`src/rtl/div_cluster.sv`:
```
`default_nettype none
// ============================================================================
// Module      : div_cluster
// Description : Multi-lane radix-2 restoring integer divider. Operands are
//               dispatched to the lowest-index idle lane; finished lanes are
//               drained through a round-robin, grant-locking output port.
// Revision    : 1.0 - initial release
// ============================================================================
module div_cluster #(
    parameter int RS_ID_WIDTH = 5,
    parameter int NUM_UNITS   = 2,
    parameter int WIDTH       = 32
) (
    input  logic                   clk,
    input  logic                   rst,
    input  logic                   input_valid,
    output logic                   input_ready,
    input  logic [RS_ID_WIDTH-1:0] rs_id_in,
    input  logic [4:0]             result_reg_addr_in,
    input  logic [WIDTH-1:0]       op1,
    input  logic [WIDTH-1:0]       op2,
    input  logic                   xer_so_in,
    input  logic                   signed_op,
    input  logic                   oe,
    input  logic                   rc,
    output logic                   output_valid,
    input  logic                   output_ready,
    output logic [RS_ID_WIDTH-1:0] rs_id_out,
    output logic [4:0]             result_reg_addr_out,
    output logic [WIDTH-1:0]       result,
    output logic                   ov_out,
    output logic                   so_out,
    output logic [3:0]             cr0_out,
    output logic                   xer_write,
    output logic                   cr0_write
);

    localparam int CNT_W = (WIDTH > 1) ? $clog2(WIDTH) : 1;
    localparam int PTR_W = (NUM_UNITS > 1) ? $clog2(NUM_UNITS) : 1;

    typedef enum logic [1:0] {
        ST_IDLE = 2'd0,
        ST_BUSY = 2'd1,
        ST_DONE = 2'd2
    } lane_state_e;

    // Per-lane registered state
    lane_state_e            state_q    [NUM_UNITS];
    logic [CNT_W-1:0]       cnt_q      [NUM_UNITS];
    logic [WIDTH-1:0]       rem_q      [NUM_UNITS];
    logic [WIDTH-1:0]       quo_q      [NUM_UNITS];
    logic [WIDTH-1:0]       dvsr_q     [NUM_UNITS];
    logic                   neg_q      [NUM_UNITS];
    logic                   exc_q      [NUM_UNITS];
    logic [RS_ID_WIDTH-1:0] id_q       [NUM_UNITS];
    logic [4:0]             addr_q     [NUM_UNITS];
    logic                   so_in_q    [NUM_UNITS];
    logic                   oe_q       [NUM_UNITS];
    logic                   rc_q       [NUM_UNITS];

    // Per-lane next-iteration values and completed-result views
    logic [WIDTH-1:0]       rem_d      [NUM_UNITS];
    logic [WIDTH-1:0]       quo_d      [NUM_UNITS];
    logic [WIDTH-1:0]       res_w      [NUM_UNITS];
    logic                   ov_w       [NUM_UNITS];
    logic                   so_w       [NUM_UNITS];
    logic [3:0]             cr0_w      [NUM_UNITS];
    logic [NUM_UNITS-1:0]   idle_w;
    logic [NUM_UNITS-1:0]   done_w;

    // Arbitration state
    logic [PTR_W-1:0]       rr_q;
    logic                   lock_q;
    logic [PTR_W-1:0]       gnt_q;

    logic [PTR_W-1:0]       alloc_idx;
    logic                   alloc_any;
    logic [PTR_W-1:0]       rr_idx;
    logic                   rr_any;
    logic [PTR_W-1:0]       sel;
    logic                   out_fire;

    // Operand preparation for the incoming op
    logic                   op1_neg;
    logic                   op2_neg;
    logic [WIDTH-1:0]       op1_mag;
    logic [WIDTH-1:0]       op2_mag;
    logic                   op_exc;
    logic                   op_neg;

    assign op1_neg = signed_op & op1[WIDTH-1];
    assign op2_neg = signed_op & op2[WIDTH-1];
    assign op1_mag = op1_neg ? (~op1 + 1'b1) : op1;
    assign op2_mag = op2_neg ? (~op2 + 1'b1) : op2;
    assign op_neg  = op1_neg ^ op2_neg;
    // Divide-by-zero and the single signed overflow case bypass the core
    assign op_exc  = (op2 == '0) ||
                     (signed_op && (op1 == {1'b1, {(WIDTH-1){1'b0}}}) && (op2 == '1));

    generate
        for (genvar i = 0; i < NUM_UNITS; i++) begin : g_lane
            logic [WIDTH:0] shift_w;
            logic [WIDTH:0] diff_w;
            logic           ge_w;

            // Shift the next dividend bit into the partial remainder and trial-subtract
            assign shift_w  = {rem_q[i], quo_q[i][WIDTH-1]};
            assign diff_w   = shift_w - {1'b0, dvsr_q[i]};
            assign ge_w     = (shift_w >= {1'b0, dvsr_q[i]});
            assign rem_d[i] = ge_w ? diff_w[WIDTH-1:0] : shift_w[WIDTH-1:0];
            assign quo_d[i] = {quo_q[i][WIDTH-2:0], ge_w};

            // Final result and status flags seen while the lane sits in DONE
            assign res_w[i] = exc_q[i] ? '0 : (neg_q[i] ? (~quo_q[i] + 1'b1) : quo_q[i]);
            assign ov_w[i]  = exc_q[i] & oe_q[i];
            assign so_w[i]  = so_in_q[i] | ov_w[i];
            assign cr0_w[i] = {res_w[i][WIDTH-1],
                               ~res_w[i][WIDTH-1] & (|res_w[i]),
                               ~(|res_w[i]),
                               so_w[i]};

            assign idle_w[i] = (state_q[i] == ST_IDLE);
            assign done_w[i] = (state_q[i] == ST_DONE);
        end
    endgenerate

    // Lowest-index idle lane receives the next op; depends on lane state only
    always_comb begin
        alloc_idx = '0;
        alloc_any = 1'b0;
        for (int i = NUM_UNITS - 1; i >= 0; i--) begin
            if (idle_w[i]) begin
                alloc_any = 1'b1;
                alloc_idx = PTR_W'(i);
            end
        end
    end

    assign input_ready = alloc_any;

    // Round-robin search for the first DONE lane at or after the pointer
    always_comb begin
        int j;
        j      = 0;
        rr_idx = '0;
        rr_any = 1'b0;
        for (int k = 0; k < NUM_UNITS; k++) begin
            j = int'(rr_q) + k;
            if (j >= NUM_UNITS) begin
                j = j - NUM_UNITS;
            end
            if (!rr_any && done_w[j]) begin
                rr_any = 1'b1;
                rr_idx = PTR_W'(j);
            end
        end
    end

    // A presented result keeps its grant until it is accepted
    assign sel          = lock_q ? gnt_q : rr_idx;
    assign output_valid = lock_q | rr_any;
    assign out_fire     = output_valid & output_ready;

    // Output mux; data outputs read zero when nothing is presented
    always_comb begin
        rs_id_out           = '0;
        result_reg_addr_out = '0;
        result              = '0;
        ov_out              = 1'b0;
        so_out              = 1'b0;
        cr0_out             = '0;
        xer_write           = 1'b0;
        cr0_write           = 1'b0;
        if (output_valid) begin
            rs_id_out           = id_q[sel];
            result_reg_addr_out = addr_q[sel];
            result              = res_w[sel];
            ov_out              = ov_w[sel];
            so_out              = so_w[sel];
            cr0_out             = cr0_w[sel];
            xer_write           = oe_q[sel];
            cr0_write           = rc_q[sel];
        end
    end

    // Lane FSMs (capture, iterate, drain) and output arbitration state
    always_ff @(posedge clk) begin
        if (!rst) begin
            for (int i = 0; i < NUM_UNITS; i++) begin
                state_q[i] <= ST_IDLE;
                cnt_q[i]   <= '0;
                rem_q[i]   <= '0;
                quo_q[i]   <= '0;
                dvsr_q[i]  <= '0;
                neg_q[i]   <= 1'b0;
                exc_q[i]   <= 1'b0;
                id_q[i]    <= '0;
                addr_q[i]  <= '0;
                so_in_q[i] <= 1'b0;
                oe_q[i]    <= 1'b0;
                rc_q[i]    <= 1'b0;
            end
            rr_q   <= '0;
            lock_q <= 1'b0;
            gnt_q  <= '0;
        end else begin
            for (int i = 0; i < NUM_UNITS; i++) begin
                case (state_q[i])
                    ST_IDLE: begin
                        if (input_valid && alloc_any && (alloc_idx == PTR_W'(i))) begin
                            cnt_q[i]   <= '0;
                            rem_q[i]   <= '0;
                            quo_q[i]   <= op1_mag;
                            dvsr_q[i]  <= op2_mag;
                            neg_q[i]   <= op_neg;
                            exc_q[i]   <= op_exc;
                            id_q[i]    <= rs_id_in;
                            addr_q[i]  <= result_reg_addr_in;
                            so_in_q[i] <= xer_so_in;
                            oe_q[i]    <= oe;
                            rc_q[i]    <= rc;
                            state_q[i] <= op_exc ? ST_DONE : ST_BUSY;
                        end
                    end
                    ST_BUSY: begin
                        rem_q[i] <= rem_d[i];
                        quo_q[i] <= quo_d[i];
                        cnt_q[i] <= cnt_q[i] + 1'b1;
                        if (cnt_q[i] == CNT_W'(WIDTH - 1)) begin
                            state_q[i] <= ST_DONE;
                        end
                    end
                    ST_DONE: begin
                        if (out_fire && (sel == PTR_W'(i))) begin
                            state_q[i] <= ST_IDLE;
                        end
                    end
                    default: state_q[i] <= ST_IDLE;
                endcase
            end

            if (out_fire) begin
                lock_q <= 1'b0;
                rr_q   <= (sel == PTR_W'(NUM_UNITS - 1)) ? '0 : (sel + 1'b1);
            end else if (output_valid) begin
                lock_q <= 1'b1;
                gnt_q  <= sel;
            end
        end
    end

endmodule
`default_nettype wire

```
`config.mk`:
```
export PLATFORM = sky130hd
export DESIGN_NAME = div_cluster
export DESIGN_NICKNAME = d
export VERILOG_FILES = /design/src/rtl/div_cluster.sv
export SDC_FILE = /design/constraint.sdc
export NUM_CORES = 1
export LEC_CHECK = 0
export CELL_PAD_IN_SITES_DETAIL_PLACEMENT = 1
export CELL_PAD_IN_SITES_GLOBAL_PLACEMENT = 1
export CORE_ASPECT_RATIO = 1.75
export CORE_MARGIN = 8
export CORE_UTILIZATION = 50
export CTS_CLUSTER_DIAMETER = 150
export DETAILED_ROUTE_END_ITERATION = 10
export GPL_TIMING_DRIVEN = 0
export PLACE_DENSITY = 0.95
export SYNTH_ARGS = -nofsm -noshare
export SYNTH_HDL_FRONTEND = slang
export SYNTH_SLANG_ARGS = --single-unit
```
`constraint.sdc`:
```
create_clock -name clk -period 6.25 [get_ports clk]
set_clock_uncertainty 0.15 [all_clocks]
set_input_delay 1.25 -clock clk [delete_from_list [all_inputs] [get_ports clk]]
set_output_delay 1.25 -clock clk [all_outputs]
set_load 0.005 [all_outputs]
```
After elaboration in Yosys (flattened, before gate mapping)
Memory sizes are Yosys's and may differ from the RTL's.
Index checks and enable logic that the tools add are counted.
Storage, ports and cells
  register bits after elaboration: 3
  RAM bits: 236
  bits of input ports: 82
  output and inout port bits: 52
  word-level logic and storage cells: 240
  memories kept: 12
Memory list
  dvsr_q: depth 2, width 32, rd ports 2, clocked after memory_dff 0, wr ports 2, line 52  | logic [WIDTH-1:0] dvsr_q [NUM_UNITS];
  quo_q: depth 2, width 32, rd ports 2, clocked after memory_dff 0, wr ports 2, line 51  | logic [WIDTH-1:0] quo_q [NUM_UNITS];
  rem_q: depth 2, width 32, rd ports 2, clocked after memory_dff 0, wr ports 2, line 50  | logic [WIDTH-1:0] rem_q [NUM_UNITS];
  addr_q: depth 2, width 5, rd ports 1, clocked after memory_dff 0, wr ports 2, line 56  | logic [4:0] addr_q [NUM_UNITS];
  cnt_q: depth 2, width 5, rd ports 2, clocked after memory_dff 0, wr ports 2, line 49  | logic [CNT_W-1:0] cnt_q [NUM_UNITS];
  id_q: depth 2, width 5, rd ports 1, clocked after memory_dff 0, wr ports 2, line 55  | logic [RS_ID_WIDTH-1:0] id_q [NUM_UNITS];
  +6 memories
Cells by class
  $add $sub $neg: 12
  magnitude comparators: 7
  eq/ne operators: 8
  mux-type cells: 119
  bitwise operators: 60
  reduce and logical (&&, ||, !) cells: 19
Operators by type and width (count)
  $mux 32: 24
  $add 32x1->32 const B: 4
  $not 32->32: 4
  $mux 1: 72
  $ge 33x32->1: 2
  $eq 32x32->1 const B: 2
  $lt 32x3->1 const B: 2
  $reduce_or 32->1: 2
  $sub 32x32->32: 2
  $mux 5: 10
  $or 1x1->1: 39
  $logic_not 32->1: 1
  $mux 2: 9
  $mux 4: 4
  $add 5x1->5 const B: 2
  $eq 5x5->1 const B: 2
  $logic_and 1x1->1: 8
  $not 1->1: 8
  $and 1x1->1: 7
  $reduce_or 3->1: 2
  $eq 2x1->1 const B: 2
  $eq 2x2->1 const B: 2
  $ge 2x2->1 const B: 2
  $logic_not 2->1: 2
  11 further kinds: 11

Logic depth before layout (Yosys ltp)
Gate-level depths: netlist (run 1).
  depth in word-level cells: 18
  gate-level depth with buffers: 14
  depth with buffers taken out: 12

Least setup slack after synthesis (run 1)
OpenSTA, ideal clock, no wires.
  kind: reg2out
  start: mem quo_q[1][19]
  end: out cr0_out[2]
  data arrival time: 2.823 ns
  path slack: 2.027 ns
  stages on the path, launching flop included: 11
  buffers on the path: 1
  cells stage by stage: edfxtp_1 > or4_1 > buf_2 > or4_4 > o31ai_4 > xor2_1 > o2111ai_1 > a2111oi_2 > o2111ai_1 > and3_1 > a41o_1
RTL lines
  start, declared: line 51
  end, declared: line 33  | output logic [3:0] cr0_out,

==> results.yml, run 1 <==
synth:
  post_syn_instances: 1860
  mappedNetlistNets: 2017
  synth-async-reset-ratio_pct: 0
  synth_area_um2: 17000
  yosys_register_bits: 239
  yosysWarningCount: 0
  post_synth_num_cell_types: 76
  synth_enable_flop_cells: 235
  synth.yosys.seq_area_share_pct: 42.0
  synth_area_per_cell_um2: 9.14
  synth-main-ff-cell: "edfxtp_1"
setup_path:
  critical_path.n_buffers_inverters: 1
  startpoint_type: "flop"
  critPathSlowestCell: "nor2_1"
  cp_slowest_stage_delay_ns: 0.56
  timing.critical_path.required_ns: 4.85
  arrival_ns: 4.59
  timing_worst_setup_path_type: "flop to primary output"
  top_cell_family_by_delay_on_the_critical_path: "simple AND/OR/NAND/NOR gates"
  timing.critical_path.to_type: "primary output"
  critical_path.cell_chain: "nor2_1 > nand4_2 > o31ai_2 > xnor2_1 > or4_1 > or3_1 > nor4_2 > o211ai_1 > a41o_1 > clkdlybuf4s50_1"
  crit_path_max_fanout: 7
run_status:
  status: "finished, final reports clean"
sta:
  setup-violations-final: 0
  layout_setup_ws_ns: 0.261
  worst_hold_slack_ns: 0.363
  layout_worst_path_cycle_share_pct: 95.8
  grt_setup_unrepaired: "false"
  finalWorstPathRequiredPeriod_ns: 5.99
  timing.final.max_slew_violations: 0
  timing.slew.headroom_pct: 21.6
  worst_slew_pin_slew_ns: 1.17
  total_negative_setup_slack_ns: 0
  fmax_mhz: 167
  report.final.hold_viol_count: 0
clocking:
  post_cts.resized_instances: 0
  cts.htree.levels: 1
  tritoncts_num_sinks: 239
  cts-root-to-sink-buffers: 3
  root_buffer: "clkbuf_16"
  path_clk_slew_ns: 0.07
  postCtsHoldBufs: 0
  worst_skew_pair.late_latency_ns: 0.57
  cts_tree: "built"
  post_cts.repair.setup_buffers: 0
  cts-buffers-inserted: 25
floorplanning:
  die-area_um2: 40400
  floorplan.io_pins: 134
  floorplan.initialDensity_pct: 50.5
  rows: 89
  die_h_um: 260
  die_width_um: 155
  core_region_area_um2: 33600
detailed_routing:
  vias_per_cell: 6.49
  routed_wire_length_um: 67900
  ant_nets: 0
  dr.first_iter.drc_count: 1046
  dr.pass1.iters: 5
  drc: 0
  dr_total_vias: 16200
  detailed_route_wire_length_per_cell_um: 27.2
cells_and_area:
  post_route_cells_drive_above_1_share_pct: 4.36
  regArea_um2: 7140
  final_nets: 2181
  areaGrowthSynthToFinish_pct: 17.0
  layout.filler_cells: 3898
  multi_input_comb_area_um2: 9170
  final_util_pct: 59.1
power_and_ir_drop:
  power.density_cell_area_nw_per_um2: 442
  p_total_w: 0.00878
  power_leakage_nw: 7.48
  power.ir.vdd_worst_mv: 0.303
placement:
  pre_cts_ws_ns: 0.761
  routabilityCongestion: 0.986
  buffer_ports.inserted: 133
  dp_hpwl_um: 51600
global_route:
  grt_pass1_wl_um: 103000
  grt_pass1_vias: 17800
  antenna_found_initial: 1
  largest_net_degree_at_the_start_of_global_routing: 62
  grt_remaining_overflow: 0
  grt_util_all_layers_pct: 33.5
hold_path:
  hold_class: "flop to flop"
run:
  max-cap-violations: 0
-- path summary, 6_finish.rpt --
| kind | cells past startpoint | from | end | slack [ns] |
|---|---|---|---|---|
| min | 2 | gnt_q | gnt_q | 0.36 |
| max | 10 | quo_q[0][0] | cr0_out[2] | 0.26 |
| min reg2reg | 2 | gnt_q | gnt_q | 0.36 |
| max reg2reg | 12 | quo_q[1][31] | rem_q[1][22] | 1.77 |
-- tightest hold or removal path, stage by stage, from the launching register on --
cell	delay (ns)
dfxtp_1	0.32
nor2_1	0.10
a211oi_1	0.05
-- cells by family (layout without fill, tap and decap cells) --
kind of cell | count (synthesis) | count (layout) | share of synthesized area [%]
other | 0 | 2 | 0
flip-flops | 239 | 239 | 42.0
buffers and inverters | 186 | 368 | 4.22
AND/OR/NAND/NOR | 677 | 677 | 19.2
adder cells (fa/ha/maj) | 75 | 75 | 5.61
AO/OA/AOI/OAI | 467 | 467 | 17.5
XOR/XNOR | 163 | 163 | 8.40
multiplexers | 53 | 53 | 3.14
-- cells in the final DEF, fill, tap and decap left out, types with 9 or more instances in the layout --
cell type,n
and2_1,21
nor2b_1,13
a21oi_1,132
clkdlybuf4s50_1,133
edfxtp_1,235
nand2b_1,29
nand4_1,24
a31oi_1,20
mux2i_1,50
inv_1,103
nor2_1,240
nand2_1,159
or4_1,11
nand3_1,29
xor2_1,78
or3_1,21
o211ai_1,9
o22ai_1,18
o21ai_0,116
nor4_1,17
o21a_1,10
a21o_1,26
clkbuf_1,70
and3_1,13
ha_1,73
a211oi_1,18
or2_2,11
buf_2,9
xnor2_1,85
nor3_1,53
a22o_1,11
o41ai_1,20
o31ai_1,21
clkbuf_16,25
o21bai_1,9
-- stage by stage --
step	instance area [um^2]	cells
2_1_floorplan	17000	1860
3_3_place_gp	18900	2448
3_5_place_dp	19000	2452
4_1_cts	19900	2497
5_1_grt	19900	2497
6_report	19900	2499
-- synth_stat cells (9+ instances only) --
library cell | n | area (um^2)
a211oi_1 | 18 | 135
a21o_1 | 26 | 195
a21oi_1 | 132 | 661
a22o_1 | 11 | 96.3
a31oi_1 | 20 | 125
and2_1 | 21 | 131
and3_1 | 13 | 81.3
buf_2 | 9 | 45.0
clkbuf_1 | 66 | 248
edfxtp_1 | 235 | 7060
ha_1 | 73 | 913
inv_1 | 103 | 387
mux2i_1 | 50 | 500
nand2_1 | 161 | 604
nand2b_1 | 29 | 181
nand3_1 | 31 | 155
nand4_1 | 24 | 150
nor2_1 | 240 | 901
nor2b_1 | 13 | 81.3
nor3_1 | 53 | 265
nor4_1 | 18 | 113
o211ai_1 | 9 | 67.6
o21a_1 | 10 | 75.1
o21ai_0 | 116 | 581
o21bai_1 | 9 | 67.6
o22ai_1 | 18 | 113
o31ai_1 | 21 | 158
o41ai_1 | 20 | 175
or2_2 | 11 | 68.8
or3_1 | 21 | 131
or4_1 | 11 | 82.6
xnor2_1 | 85 | 744
xor2_1 | 78 | 683
-- where the power goes --
part	internal [W]	switching [W]	total [W]	leakage [nW]
clock	0.000945	0.000697	0.00164	0.413
sequential	0.00227	0.000412	0.00269	2.54
combinational	0.00167	0.00278	0.00445	4.54
total	0.00489	0.00389	0.00878	7.48
-- final cells by class --
cell class,count,area share (%)
tap,455,2.86
timing repair buffer,137,7.17
buffer,83,1.66
clock buffer,29,3.22
antenna,2,0.0252
clock inverter,16,1.09
inverter,103,1.94
multi-input combinational,1435,46.1
sequential,239,35.9
-- state kept, by name, summed over array words and instances (netlist names) --
name     flops
cnt_q       10
neg_q        2
id_q        10
state_q      4
rc_q         2
lock_q       1
dvsr_q      64
exc_q        2
so_in_q      2
addr_q      10
oe_q         2
rem_q       64
quo_q       64
gnt_q        1
rr_q         1
-- metal layers --
| metal | part of all wire [%] | GRT usage (%) | vias up |
|---|---|---|---|
| li1 | - | - | 7124 |
| met5 | 0 | 0 | - |
| met3 | 5.7 | 6.50 | 351 |
| met2 | 52 | 61.1 | 750 |
| met1 | 32 | 30.4 | 8000 |
| met4 | 11 | 32.1 | 0 |
(Power assumes the default switching activity.)
==> run 2, diff against run 1 <==
--- a/config.mk
+++ b/config.mk
@@ -8,12 +8,13 @@
 export CELL_PAD_IN_SITES_DETAIL_PLACEMENT = 1
 export CELL_PAD_IN_SITES_GLOBAL_PLACEMENT = 1
 export CORE_ASPECT_RATIO = 1.75
-export CORE_MARGIN = 8
 export CORE_UTILIZATION = 50
 export CTS_CLUSTER_DIAMETER = 150
+export CTS_CLUSTER_SIZE = 25
 export DETAILED_ROUTE_END_ITERATION = 10
 export GPL_TIMING_DRIVEN = 0
 export PLACE_DENSITY = 0.95
+export RECOVER_POWER = 25
 export SYNTH_ARGS = -nofsm -noshare
 export SYNTH_HDL_FRONTEND = slang
 export SYNTH_SLANG_ARGS = --single-unit
==> run 2 against run 1 <==
  * Die area fell by 14%
  * Final area fell by 3.0%
  * Final cell count is 1.2% lower
  * Worst setup slack got worse by 0.23 ns
  * Non-clock buffer count unchanged
  * First-iteration DRC count grew 16%
  * Sequential share of layout area increased by 1.1 points
  * The flow now finishes with violations (max-capacitance violations, max-slew violations)
  * Highest routed layer unchanged
==> results.yml, run 2 (synthesis gave the netlist of run 1 again) <==
placement:
  pre_cts_ws_ns: 0.717
  routabilityCongestion: 0.997
  place.detailed.instances: 2452
  buffer_ports.inserted: 133
  dp_hpwl_um: 50100
cells_and_area:
  layout.filler_cells: 3990
  regArea_um2: 7140
  layout.cells.non_filler: 2470
  areaGrowthSynthToFinish_pct: 13.6
  most_used_cells_in_the_layout_excluding_fill_and_tap_cells: "nor2_1, edfxtp_1, nand2_1, a21oi_1, clkdlybuf4s50_1"
  layout.cells.most_common: "nor2_1"
  top_regs: "dvsr_q x64, quo_q x64, rem_q x64"
  final_nets: 2169
  antenna_cells_inserted: 0
  final_util_pct: 57.4
  post_route_cells_drive_above_1_share_pct: 2.98
  multi_input_comb_area_um2: 9140
sta:
  timing.slew.headroom_pct: -29.0
  setup-violations-final: 0
  fmax_mhz: 161
  finalWorstPathRequiredPeriod_ns: 6.22
  worst_slew_pin_slew_ns: 1.94
  report.final.hold_viol_count: 0
  layout_worst_path_cycle_share_pct: 99.5
  worst_hold_slack_ns: 0.390
  timing.final.max_slew_violations: 121
  layout_setup_ws_ns: 0.0306
  total_negative_setup_slack_ns: 0
  grt_setup_unrepaired: "false"
clocking:
  cts-root-to-sink-buffers: 3
  path_clk_slew_ns: 0.10
  root_buffer: "clkbuf_16"
  worst_skew_pair.late_latency_ns: 0.53
  tritoncts_num_sinks: 239
  cts_tree: "built"
  cts.htree.levels: 1
  cts-buffers-inserted: 13
  postCtsHoldBufs: 0
floorplanning:
  core_region_area_um2: 33600
  rows: 89
  die-area_um2: 34800
  die_width_um: 141
  floorplan.io_pins: 134
  die_h_um: 246
  floorplan.initialDensity_pct: 50.5
setup_path:
  timing.critical_path.to_type: "primary output"
  timing.critical_path.required_ns: 4.85
  crit_path_max_fanout: 6
  critPathSlowestCell: "nor4_1"
  timing_worst_setup_path_type: "flop to primary output"
  arrival_ns: 4.82
  cp_slowest_stage_delay_ns: 0.62
  startpoint_type: "flop"
  critical_path.cell_chain: "nor3_2 > nand4_2 > o31ai_2 > xnor2_1 > or4_1 > or3_1 > nor4_1 > o211ai_1 > a41o_1 > clkdlybuf4s50_1"
power_and_ir_drop:
  share_comb_of_total_power_pct: 54.6
  seqPwrFrac_pct: 33.5
  power.ir.vdd_worst_mv: 0.201
  power_leakage_nw: 7.20
  switching_share_pct: 46.1
  pwr-share-clk_pct: 11.8
  power.density_cell_area_nw_per_um2: 416
  intPower_w: 0.00433
  power.net_switching_w: 0.00370
detailed_routing:
  vias_per_cell: 6.47
  dr.pass1.iters: 6
  ant_nets: 0
  detailed_route_wire_length_per_cell_um: 26.3
  drc: 0
  routed_wire_length_um: 64900
  dr_total_vias: 16000
  dr.first_iter.drc_count: 1212
global_route:
  grt_util_all_layers_pct: 38.1
  grt_pass1_vias: 17200
  grt_pass1_wl_um: 99200
  grt_remaining_overflow: 0
  antenna_found_initial: 2
  largest_net_degree_at_the_start_of_global_routing: 61
run_status:
  violations: "max-capacitance violations, max-slew violations"
  status: "finished with violations"
hold_path:
  hold_class: "flop to flop"
run:
  max-cap-violations: 3
## run 2: cell count changes in the layout (fill, tap and decap cells not counted), moves of 3 or more
cell       delta
and2_0       +13
and2_1       -13
clkbuf_16    -12
bufinv_16     -5
clkinv_1      -3
clkinv_2      -3
## run 2: path summary, 6_finish.rpt
check / slack, ns / depth (start not counted) / endpoint / from
hold / removal: 0.39 / 2 / gnt_q / gnt_q
setup / recovery: 0.03 / 10 / cr0_out[2] / quo_q[0][5]
setup reg to reg: 1.57 / 13 / rem_q[1][28] / dvsr_q[0][48]
hold reg to reg: 0.39 / 2 / gnt_q / gnt_q
## run 2: power by group through the flow
stage,Combinational [W],Clock (W),Sequential (W)
final,0.00439,0.000948,0.00269
after global routing,0.00472,0.000977,0.00272
after CTS,0.00430,0.000940,0.00266
after detailed placement,0.00426,0,0.00269
after global placement,0.00398,0,0.00268
after floorplan,0.00290,0,0.00253
## run 2: what timing repair did
action,4_1_cts,5_1_grt
gates resized for setup,0,1
setup buffers,0,0
setup endpoints to repair,0,2
## run 2: critical path, delay by kind of cell, from the launching register on
family	cells	cell delay (ns)
AND/OR/NAND/NOR	5	2.30
AO/OA/AOI/OAI	3	0.76
flip-flops	1	0.58
buffers and inverters	1	0.45
XOR/XNOR	1	0.21
## run 2: layout make-up
class	instances	share of cell area, %
Clock buffer	17	1.76
Timing Repair Buffer	137	7.15
Sequential cell	239	37.0
Tap cell	455	2.95
Multi-Input combinational cell	1435	47.4
Clock inverter	1	0.0843
Inverter	103	2.00
Buffer	83	1.71
## run 2: per-stage QoR
step | cell area, um^2 | total power (W)
after global placement | 18900 | 0.00666
final | 19300 | 0.00803
after global routing | 19300 | 0.00841
after CTS | 19400 | 0.00790
after detailed placement | 19000 | 0.00695
after floorplan | 17000 | 0.00543
## run 2: metal layers
layer	up-vias	share of wire (%)	GRT usage (%)
met2	762	52	69.4
met5	-	0	0
met1	7792	32	35.7
met4	0	10	34.9
li1	7069	-	-
met3	357	5.7	7.15
==> run 3, diff against run 2 <==
==> constraint.sdc (replaced) <==
create_clock -name clk -period 6.25 [get_ports clk]
set_clock_uncertainty 0.15 [all_clocks]
set_input_delay 1.25 -clock clk [delete_from_list [all_inputs] [get_ports clk]]
set_output_delay 1.25 -clock clk [all_outputs]
set_load 0.1 [all_outputs]
==> run 3 against run 2 <==
  * The run still ends with max-capacitance violations, max-slew violations left
  * Worst setup slack better by 0.13 ns
  * Sequential power about the same
  * Combinational power up 16%
  * Critical path type unchanged
==> results.yml, run 3 (synthesis gave the netlist of run 1 again) <==
run_status:
  status: "finished with violations"
  violations: "max-capacitance violations, max-slew violations"
floorplanning:
  die_h_um: 246
  die-area_um2: 34800
  die_width_um: 141
  floorplan.initialDensity_pct: 50.5
  rows: 89
  floorplan.io_pins: 134
  core_region_area_um2: 33600
global_route:
  grt_pass1_wl_um: 99100
  largest_net_degree_at_the_start_of_global_routing: 61
  grt_remaining_overflow: 0
  grt_util_all_layers_pct: 38.1
  antenna_found_initial: 2
  grt_pass1_vias: 17200
sta:
  timing.slew.headroom_pct: -28.9
  finalWorstPathRequiredPeriod_ns: 6.09
  layout_setup_ws_ns: 0.162
  worst_slew_pin_slew_ns: 1.93
  setup-violations-final: 0
  total_negative_setup_slack_ns: 0
  grt_setup_unrepaired: "false"
  fmax_mhz: 164
  report.final.hold_viol_count: 0
  timing.final.max_slew_violations: 121
  layout_worst_path_cycle_share_pct: 97.4
power_and_ir_drop:
  power.ir.vdd_worst_mv: 0.201
  power.density_cell_area_nw_per_um2: 452
  power_leakage_nw: 7.24
clocking:
  postCtsHoldBufs: 0
  cts_tree: "built"
  worst_skew_pair.late_latency_ns: 0.54
  tritoncts_num_sinks: 239
  cts-root-to-sink-buffers: 3
  root_buffer: "clkbuf_16"
  cts-buffers-inserted: 13
  cts.htree.levels: 1
  path_clk_slew_ns: 0.11
detailed_routing:
  vias_per_cell: 6.46
  dr_total_vias: 16000
  dr.pass1.iters: 6
  ant_nets: 0
  drc: 0
  dr.first_iter.drc_count: 1187
  detailed_route_wire_length_per_cell_um: 26.2
  routed_wire_length_um: 64700
setup_path:
  timing.critical_path.to_type: "primary output"
  timing.critical_path.required_ns: 4.85
  startpoint_type: "flop"
  crit_path_max_fanout: 8
  reg2reg_depth: 13
  timing_worst_setup_path_type: "flop to primary output"
  arrival_ns: 4.69
hold_path:
  worst_hold_path_stage_count: 2
  hold_class: "flop to flop"
cells_and_area:
  regArea_um2: 7140
  most_used_cells_in_the_layout_excluding_fill_and_tap_cells: "nor2_1, edfxtp_1, nand2_1, a21oi_1, clkdlybuf4s50_1"
  post_route_cells_drive_above_1_share_pct: 3.13
  layout.cells.non_filler: 2471
  top_regs: "dvsr_q x64, quo_q x64, rem_q x64"
  final_util_pct: 57.5
  layout.cells.most_common: "nor2_1"
  multi_input_comb_area_um2: 9160
  final_nets: 2169
  layout.filler_cells: 3988
  areaGrowthSynthToFinish_pct: 13.7
run:
  max-cap-violations: 3
placement:
  buffer_ports.inserted: 133
  dp_hpwl_um: 50100
  pre_cts_ws_ns: 0.105
  routabilityCongestion: 0.997
  place.detailed.instances: 2452
## run 3: power breakdown
group	internal, W	total [W]	switching (W)
Combinational	0.00166	0.00509	0.00343
Sequential	0.00228	0.00270	0.000418
Clock	0.000393	0.000948	0.000555
## run 3: per-layer routing
metal	wire length [um]	part of all wire, %	GRT usage (%)
met4	6950	11	35.0
met3	3480	5.4	7.15
met2	33700	52	69.4
met1	20600	32	35.6
met5	0	0	0
## run 3: critical path, stage by stage (launching register included)
cell,delay [ns]
edfxtp_1,0.52
or4_1,0.54
buf_2,0.19
nor3_1,0.52
a31oi_1,0.18
nor3_1,0.54
o21ai_0,0.19
nor4_1,0.20
o2111ai_1,0.22
and3_1,0.25
a41o_1,0.21
dlygate4sd2_1,0.59
## run 3: area by class of cell
cell class,count,share of cell area [%]
multi-input combinational,1435,47.4
buffer,83,1.71
antenna,1,0.0130
inverter,103,2.00
clock inverter,1,0.0842
clock buffer,17,1.76
tap,455,2.95
timing repair buffer,137,7.17
sequential,239,36.9
## run 3: worst paths after layout
check,slack (ns),start,end
min reg2reg,0.39,gnt_q,gnt_q
max,0.16,quo_q[1][19],cr0_out[2]
max reg2reg,1.59,dvsr_q[0][48],rem_q[1][28]
min,0.39,gnt_q,gnt_q
## run 3: stage by stage
stage | cell area, um^2 | hold slack (ns) | total power (W)
after floorplan | 17000 | 0.328 | 0.00614
after CTS | 19400 | 0.389 | 0.00860
after global placement | 18900 | 0.338 | 0.00737
final | 19300 | 0.391 | 0.00873
after global routing | 19300 | 0.427 | 0.00912
after detailed placement | 19000 | 0.374 | 0.00765
## run 3: timing repair
| action | CTS | global route |
|---|---|---|
| buffers inserted | 0 | 0 |
| resized for setup | 4 | 6 |
| setup endpoints to repair | 2 | 4 |
| hold endpoints to repair | 0 | 0 |
